File: config.mk
export PLATFORM = sky130hd
export DESIGN_NAME = traffic_phase_ctrl
export DESIGN_NICKNAME = d
export VERILOG_FILES = /design/src/rtl/traffic_phase_ctrl.sv
export SDC_FILE = /design/constraint.sdc
export NUM_CORES = 1
export LEC_CHECK = 0
export CORE_MARGIN = 5
export CORE_UTILIZATION = 49
export DETAILED_ROUTE_END_ITERATION = 16
export GPL_TIMING_DRIVEN = 0
export MAX_ROUTING_LAYER = met4
export PLACE_DENSITY_LB_ADDON = 0.2
export RECOVER_POWER = 50
export SETUP_SLACK_MARGIN = 0.05
export SLEW_MARGIN = 20
export SYNTH_ARGS = -nofsm -noshare
export SYNTH_HDL_FRONTEND = slang
export SYNTH_SLANG_ARGS = --single-unit
File: constraint.sdc
create_clock -name clk -period 3.4 [get_ports clk]
set_input_delay 0.34 -clock clk [delete_from_list [all_inputs] [get_ports clk]]
set_output_delay 0.34 -clock clk [all_outputs]
set_load 0.05 [all_outputs]
File: src/rtl/traffic_phase_ctrl.sv
// traffic_phase_ctrl
// Phase controller for a two-road intersection with one pedestrian crossing.
// It programs an external timer with a phase length and a one-cycle start
// pulse, then steps through the phase sequence each time the timer reports
// that the programmed length has elapsed.
//
// Ports:
//   clk        - system clock
//   reset      - asynchronous, active-high reset
//   ew_car     - car waiting on the EW road (level)
//   ped_btn    - pedestrian request (level)
//   t_done     - timer: programmed length elapsed
//   t_flicker  - timer: final ticks of the current length
//   t_start    - timer: one-cycle start pulse, first cycle of each phase
//   t_length   - timer: phase length, held between start pulses
//   ns_light   - NS road lamps {red,yellow,green}, one-hot
//   ew_light   - EW road lamps {red,yellow,green}, one-hot
//   walk       - walk lamp
//   walk_flash - walk lamp blink enable
module traffic_phase_ctrl #(
   parameter int GREEN_LEN  = 20,
   parameter int YELLOW_LEN = 5,
   parameter int CLEAR_LEN  = 2
) (
   input  logic       clk,
   input  logic       reset,
   input  logic       ew_car,
   input  logic       ped_btn,
   input  logic       t_done,
   input  logic       t_flicker,
   output logic       t_start,
   output logic [4:0] t_length,
   output logic [2:0] ns_light,
   output logic [2:0] ew_light,
   output logic       walk,
   output logic       walk_flash
);

   localparam logic [4:0] GREEN_L  = 5'(GREEN_LEN);
   localparam logic [4:0] YELLOW_L = 5'(YELLOW_LEN);
   localparam logic [4:0] CLEAR_L  = 5'(CLEAR_LEN);

   localparam logic [2:0] LAMP_RED    = 3'b100;
   localparam logic [2:0] LAMP_YELLOW = 3'b010;
   localparam logic [2:0] LAMP_GREEN  = 3'b001;

   typedef enum logic [2:0] {
      CLR_TO_NS,
      NS_GREEN,
      NS_YELLOW,
      CLR_TO_EW,
      EW_GREEN,
      EW_YELLOW
   } state_t;

   state_t     state;
   state_t     next_state;
   logic       need_start;
   logic       ped_pending;
   logic       advance;
   logic [4:0] next_len;
   logic [2:0] next_ns;
   logic [2:0] next_ew;

   // The timer's done flag still reflects the previous phase during the
   // start-pulse cycle, so it only counts when no pulse is being issued.
   assign advance = t_done & ~t_start;

   // The blink follows the timer's flicker window but never during the
   // start cycle, where t_flicker is stale from the phase just left.
   assign walk_flash = walk & t_flicker & ~t_start;

   // Phase sequencing: work out where a qualified done would take us, and
   // the timer length plus lamp pattern belonging to that destination.
   always_comb begin
      next_state = state;
      next_len   = CLEAR_L;
      next_ns    = LAMP_RED;
      next_ew    = LAMP_RED;
      case (state)
         CLR_TO_NS: next_state = NS_GREEN;
         NS_GREEN:  next_state = (ew_car | ped_pending) ? NS_YELLOW : NS_GREEN;
         NS_YELLOW: next_state = CLR_TO_EW;
         CLR_TO_EW: next_state = EW_GREEN;
         EW_GREEN:  next_state = EW_YELLOW;
         EW_YELLOW: next_state = CLR_TO_NS;
         default:   next_state = CLR_TO_NS;
      endcase
      case (next_state)
         NS_GREEN: begin
            next_len = GREEN_L;
            next_ns  = LAMP_GREEN;
         end
         NS_YELLOW: begin
            next_len = YELLOW_L;
            next_ns  = LAMP_YELLOW;
         end
         EW_GREEN: begin
            next_len = GREEN_L;
            next_ew  = LAMP_GREEN;
         end
         EW_YELLOW: begin
            next_len = YELLOW_L;
            next_ew  = LAMP_YELLOW;
         end
         default: next_len = CLEAR_L;
      endcase
   end

   // Registered state and outputs. need_start makes the first cycle out of
   // reset behave like an entry into CLR_TO_NS so the timer gets programmed.
   // The pedestrian request latches until the EW green it is served by; a
   // press arriving on that same edge survives for the next cycle round.
   always_ff @(posedge clk or posedge reset) begin
      if (reset) begin
         state       <= CLR_TO_NS;
         need_start  <= 1'b1;
         ped_pending <= 1'b0;
         t_start     <= 1'b0;
         t_length    <= 5'd0;
         ns_light    <= LAMP_RED;
         ew_light    <= LAMP_RED;
         walk        <= 1'b0;
      end else begin
         t_start <= 1'b0;
         if (need_start) begin
            need_start  <= 1'b0;
            t_start     <= 1'b1;
            t_length    <= CLEAR_L;
            ped_pending <= ped_pending | ped_btn;
         end else if (advance) begin
            state    <= next_state;
            t_start  <= 1'b1;
            t_length <= next_len;
            ns_light <= next_ns;
            ew_light <= next_ew;
            if (next_state == EW_GREEN) begin
               walk        <= ped_pending;
               ped_pending <= ped_btn;
            end else begin
               walk        <= 1'b0;
               ped_pending <= ped_pending | ped_btn;
            end
         end else begin
            ped_pending <= ped_pending | ped_btn;
         end
      end
   end

endmodule

Word-level counts from Yosys, hierarchy flattened

Cells that the tools add are included.

Output and inout bits: 14
Flip-flop bits (word level): 18
Input bits: 6
Word-level logic and storage cells: 41

Reductions and logical operators: 5
Multiplexer cells: 13
Bitwise logic cells: 7
Equal/unequal tests: 8

Operators by type and width:

| cell                                                | count |
|---|---|
| case mux 3 bit (5 select lines)                     | 1 |
| case mux 3 bit (2 select lines)                     | 2 |
| 2-to-1 mux 5 bit                                    | 2 |
| case mux 5 bit (2 select lines)                     | 1 |
| equality test 3 x 2 -> 1 bit, second input constant | 3 |
| equality test 3 bit, second input constant          | 3 |
| equality test 3 x 1 -> 1 bit, second input constant | 2 |
| 2-to-1 mux 1 bit                                    | 6 |
| OR reduction 2 bit                                  | 2 |
| bitwise AND 1 bit                                   | 3 |
| logical NOT 3 bit                                   | 1 |
| 2-to-1 mux 2 bit                                    | 1 |
| NOT 1 bit                                           | 2 |
| bitwise OR 1 bit                                    | 2 |
| AND reduction 2 bit                                 | 1 |
| nonzero test 2 bit                                  | 1 |

Logic depth before layout (Yosys ltp)

Gate-level depths: netlist of the first run.

Depth in word-level cells: 8
Gate-level depth with buffers: 5
Mapped depth without buffers: 3

Least setup slack after synthesis of the first run

No wires, ideal clock.

Path kind: reg2reg
Start: register t_start
End: register state[2]
Buffers on the path: 2
Setup slack: 1830 ps
Stages on the path, launching flop included: 6
Period minus slack after synthesis: 1570 ps
Arrival: 1447 ps
Required time: 3277 ps
Setup time: 123 ps
Path through: dfrtp_1 or3b_1 buf_4 buf_6 o21ai_0 nand2_1

Longest elaborated chain between the ends: 3

RTL lines:

| item                                 | RTL line | source |
|---|---|---|
| start: declaration                   | 31       | `output logic t_start,` |
| start signal: assignment             | 119      | `t_start <= 1'b0;` |
| start signal: assignment             | 125      | `t_start <= 1'b0;` |
| start signal: assignment             | 128      | `t_start <= 1'b1;` |
| NOT 1 bit                            | 67       | `assign advance = t_done & ~t_start;` |
| bitwise AND 1 bit                    | 67       |  |
| AND reduction 2 bit (no source line) | -        |  |
| end signal: assignment               | 132      | `state <= next_state;` |
| end: declaration                     | 56       | `state_t state;` |

Every way passes these cells.
A chain may end at the register's enable or synchronous reset.

Worst setup path after layout of the first run

Start: input t_flicker
End: output walk_flash

Longest elaborated chain between the ends: 2

RTL lines:

| item                            | RTL line | source |
|---|---|---|
| start: declaration              | 30       | `input logic t_flicker,` |
| bitwise AND 1 bit (2 in series) | 71       | `assign walk_flash = walk & t_flicker & ~t_start;` |
| end: declaration                | 36       | `output logic walk_flash` |

Every way passes these cells.

==> flow_summary.ini, run 1 <==
[run_status]
status = complete, no violations

[power_and_ir_drop]
clkPwrFrac_pct = 14.2
ir_drop_mv = 0.356
p_comb_share_pct = 48.0
p_leak_uw = 0.000443
power.switching_uw = 344
switching_share_pct = 44.2
report.power.total_uw = 778
powerDensity_nw_per_um2 = 807
seqPwrFrac_pct = 37.8
power.internal_uw = 433

[die]
rows = 14
die-area_um2 = 2400
fp.dieW_um = 49.0
chipHeight_um = 49.0
start_util_pct = 50.6
core_um2 = 1470
io_pins = 20

[clock_network]
cts_buffers = 3
root_buffer = clkbuf_4
htree_levels = 1
clk_pin_slew_worst_paths_ps = 100
clk_latency_ps = 290
ctsResizeCount = 0
cts_tree = done
cts_hold_buf = 0
clk_path_buf_depth = 2
clock_sinks = 17
cts_setup_buffers = 0

[sta]
setup_viol = 0
max_slew.worst_pin.slew_ps = 761
drv_slew = 0
layout_setup_ws_ps = 1330
fin_crit_ps = 2070
fin_worst_skew_ps = 1.21
rsz0062_at_grt = false
fin_crit_sh_pct = 60.9
slew_headroom_pct = 49.2
tns_ps = 0
hold_viol_final = 0
max_freq_mhz = 483

[route]
first_pass_iters = 4
first_iter_violations = 12
wl_um = 1480
routedWlPerCell_um = 13.3
viasPerCell = 5.22
drc_errors = 0
vias = 585
antenna_left = 0

[grt]
grt_pass1_vias = 561
grt_max_degree = 18
overflow = 0
grt_usage_pct = 13.5
grt_pass1_wl_um = 2460
antenna_found_initial = 0

[run]
maxCapViolCount = 0

[placement]
gp_congestion = 0.769
dpl_worst_slack_ps = 1330
placed_area_um2 = 948
place.port_buffers = 18
dpl.hpwl_um = 1060

[yosys]
seq_area_frac_synth_pct = 57.6
yosys_warnings = 0
synth_area_per_cell_um2 = 10.2
synth_cells = 73
synth_area_um2 = 744
synth_edf_count = 0
async_flop_share_pct = 100
synth.distinct_cells = 27
ys_ff_latch = 17
synth_flop_cell = dfrtp_1

[critical_path]
startpoint_type = primary input
worstPathArrival_ps = 1730
endpoint_kind = primary output
crit_required_ps = 3060
critPathKind = primary input to primary output
path_max_fanout = 1

[layout]
drive_above_1_share_pct = 11.5
utilization_pct = 65.5
final_nets = 103
multi_input_area_um2 = 269
fillers = 120
seq_area_um2 = 429
fin_area_um2 = 963
antenna_cells = 0
area_growth_pct = 29.4

[worst_hold_path]
min_path_type = flop to flop
-- registers in the layout (all words and copies together) (netlist names) --
name	flops
need_start	1
t_start	1
ns_light	3
ped_pending	1
t_length	4
ew_light	3
walk	1
state	3
-- cell usage in the layout, fill, tap and decap left out, types with 2 or more instances in the layout --
cell type,count
clkbuf_1,4
nor2_1,6
dfstp_2,3
dlygate4sd3_1,2
a22o_1,2
nand3_1,2
conb_1,2
dfrtp_1,14
nand2_1,15
inv_1,4
a22o_2,2
clkbuf_4,3
clkdlybuf4s50_1,16
o21ai_0,6
-- power by group through the flow --
| stage | sequential, uW | clock [uW] | combinational, uW |
|---|---|---|---|
| 2_1_floorplan | 429 | 0 | 131 |
| 3_3_place_gp | 295 | 0 | 370 |
| 3_5_place_dp | 299 | 0 | 376 |
| 4_1_cts | 294 | 113 | 377 |
| 5_1_grt | 302 | 128 | 397 |
| 6_report | 294 | 111 | 373 |
-- cell usage after synthesis, types with 2 or more instances --
library cell	number	area, um^2
nand2_1	15	56.3
dfrtp_1	14	350
nor2_1	6	22.5
o21ai_0	6	30.0
inv_1	4	15.0
dfstp_2	3	78.8
a22o_1	2	17.5
a22o_2	2	20.0
buf_4	2	15.0
nand3_1	2	10.0
-- layout make-up --
cell class | count | area share (%)
sequential | 17 | 44.5
multi-input combinational | 48 | 27.9
timing repair buffer | 18 | 18.7
clock buffer | 4 | 2.73
buffer | 5 | 2.47
tap | 16 | 2.08
inverter | 4 | 1.56
-- metrics by stage --
step	hold slack, ps	std cells
2_1_floorplan	264	74
3_3_place_gp	452	108
3_5_place_dp	468	108
4_1_cts	460	112
5_1_grt	535	112
6_report	487	112
-- path summary, 6_finish.rpt --
kind / from / endpoint / slack (ps) / depth (start not counted)
max: t_flicker / walk_flash / 1330 / 3
min in group asynchronous: reset / t_length[0] / 560 / 2
min reg2reg: ns_light[2] / ns_light[2] / 490 / 2
min: ns_light[2] / ns_light[2] / 490 / 2
max in group asynchronous: reset / ew_light[1] / 2430 / 2
max reg2reg: need_start / state[2] / 1800 / 5
-- worst max-delay path, cell delays in order --
cell	delay, ps
clkdlybuf4s50_1	450
and3_1	140
clkdlybuf4s50_1	800
-- routing by layer --
| layer | wire, um | share of wire (%) | track usage (%) |
|---|---|---|---|
| met1 | 663 | 45 | 16.6 |
| met4 | 23 | 1.5 | 5.38 |
| met3 | 76 | 5.1 | 3.67 |
| met5 | 0 | 0 | - |
| met2 | 721 | 49 | 21.1 |
-- cells by family (layout without fill, tap and decap cells) --
kind of cell           count (synthesis)  in the layout  synth area share [%]
AOI/OAI and AO/OA                     16             16                  16.0
buffers and inverters                  9             31                  6.72
DFF                                   17             17                  57.6
muxes                                  1              1                  1.34
other                                  1              2                 0.504
and+or+nand+nor                       29             29                  17.8
Power figures use the tool's default switching activity.
==> run 2, diff against run 1 <==
--- a/config.mk
+++ b/config.mk
@@ -6,7 +6,7 @@
 export NUM_CORES = 1
 export LEC_CHECK = 0
 export CORE_MARGIN = 5
-export CORE_UTILIZATION = 49
+export CORE_UTILIZATION = 45
 export DETAILED_ROUTE_END_ITERATION = 16
 export GPL_TIMING_DRIVEN = 0
 export MAX_ROUTING_LAYER = met4
==> constraint.sdc (replaced) <==
create_clock -name clk -period 2.1 [get_ports clk]
set_input_delay 0.21 -clock clk [delete_from_list [all_inputs] [get_ports clk]]
set_output_delay 0.21 -clock clk [all_outputs]
set_load 0.05 [all_outputs]
==> run 2 against run 1 <==
Clock-buffer cell count did not move. Non-clock buffer count is the same. First-iteration DRC count down 17%. Hold slack lost 49 ps. Combinational power grew 61%. Register-to-register slack worse by 1300 ps. Die area up 7.0%. Final area stayed put. Via count down 2.2%. Clock skew hardly changed. Critical path type is now flop to primary output. Largest cell class unchanged. Global-route usage down 0.27 points. Sequential power increased by 61%.
==> flow_summary.ini, run 2 (synthesis gave the netlist of run 1 again) <==
[clock_network]
cts_hold_buf = 0
clk_latency_ps = 280
htree_levels = 1
root_buffer = clkbuf_4
clock_sinks = 17
cts_tree = done
ctsResizeCount = 0
clk_path_buf_depth = 2
cts_setup_buffers = 0
clk_pin_slew_worst_paths_ps = 90
cts_buffers = 3

[critical_path]
r2r-start = need_start
cp.depth = 3
crit_chain = inv_1 -> and3_1 -> clkdlybuf4s50_1
r2r_setup_slack_ps = 490
startpoint_type = flop
critPathBufInv = 2
reg2reg_to = state[2]
crit_required_ps = 1890
critPathKind = flop to primary output
worstPathArrival_ps = 1710
critical_path.top_delay_family = buffers and inverters
endpoint_kind = primary output
slowest_stage = clkdlybuf4s50_1
worstRegToRegCells = 5
cpPeakStageDelay_ps = 800
path_max_fanout = 4

[grt]
top_usage_layer = met2
overflow = 0
antenna_found_initial = 0
grt_pass1_vias = 596
use_met3_pct = 2.96
met1_usage_pct = 16.5
grt_max_degree = 18
grt_usage_pct = 13.3
grt_pass1_wl_um = 2620
grtUsageMet2_pct = 20.9

[placement]
place.port_buffers = 18
gp_congestion = 0.737
dpl.hpwl_um = 1060
placed_area_um2 = 948
dpl_worst_slack_ps = 294

[layout]
fin_area_um2 = 963
antenna_cells = 0
fillers = 140
final_cell_mix = 17 x clkdlybuf4s50_1, 15 x nand2_1, 14 x dfrtp_1
drive_above_1_share_pct = 10.4
largest_reg_flops = 4
utilization_pct = 62.5
final_nets = 103
final_common_cell = clkdlybuf4s50_1
area_growth_pct = 29.4
regMostFlops = t_length

[sta]
max_freq_mhz = 522
setup_viol = 0
fin_crit_sh_pct = 91.2
hold_viol_final = 0
hold_ws_ps = 437
drv_slew = 0
fin_crit_ps = 1920
rsz0062_at_grt = false
fin_worst_skew_ps = 1.37
slew_headroom_pct = 57.6
max_slew.worst_pin.slew_ps = 634
tns_ps = 0
layout_setup_ws_ps = 184

[route]
routedWlPerCell_um = 12.6
wl_um = 1410
antenna_left = 0
drc_errors = 0
viasPerCell = 5.11
first_iter_violations = 10
first_pass_iters = 4
vias = 572

[die]
chipHeight_um = 50.7
die-area_um2 = 2570
fp.dieW_um = 50.7
rows = 14
start_util_pct = 48.3
io_pins = 20
core_um2 = 1540

[power_and_ir_drop]
p_leak_uw = 0.000443
ir_drop_mv = 0.667
powerDensity_nw_per_um2 = 1290

[run_status]
status = complete, no violations

[run]
maxCapViolCount = 0

[worst_hold_path]
min_path_type = primary input to asynchronous set/reset pin
[run 2: worst max-delay path by stage]
stage / start / end
4_1_cts: t_start / walk_flash
2_1_floorplan: t_start / state[2]
3_5_place_dp: t_flicker / walk_flash
5_1_grt: t_start / walk_flash
3_3_place_gp: t_done / ped_pending
6_report: t_start / walk_flash
[run 2: layer usage]
metal / vias up / wire length, um / share of wire (%)
li1: 291 / - / -
met1: 266 / 658 / 47
met2: 13 / 671 / 48
met3: 2 / 68 / 4.8
met4: 0 / 12 / 0.85
met5: - / 0 / 0
[run 2: where the power goes]
part | total (uW) | switching, uW | internal (uW)
Sequential | 474 | 48.8 | 425
Combinational | 600 | 397 | 203
Clock | 169 | 95.7 | 73.7
[run 2: final cells by class]
cell class	count	area [um^2]	area share, %
repair buffers	18	180	18.7
plain buffers	5	23.8	2.47
multi-input cells	48	269	27.9
well taps	16	20.0	2.08
inverters	4	15.0	1.56
flip-flops and latches	17	429	44.5
clock buffers	4	26.3	2.73
[run 2: metrics by stage]
stage / power (uW) / cells
after floorplan: 907 / 74
after global placement: 1080 / 108
after detailed placement: 1090 / 108
after CTS: 1260 / 112
after global routing: 1330 / 112
final: 1240 / 112
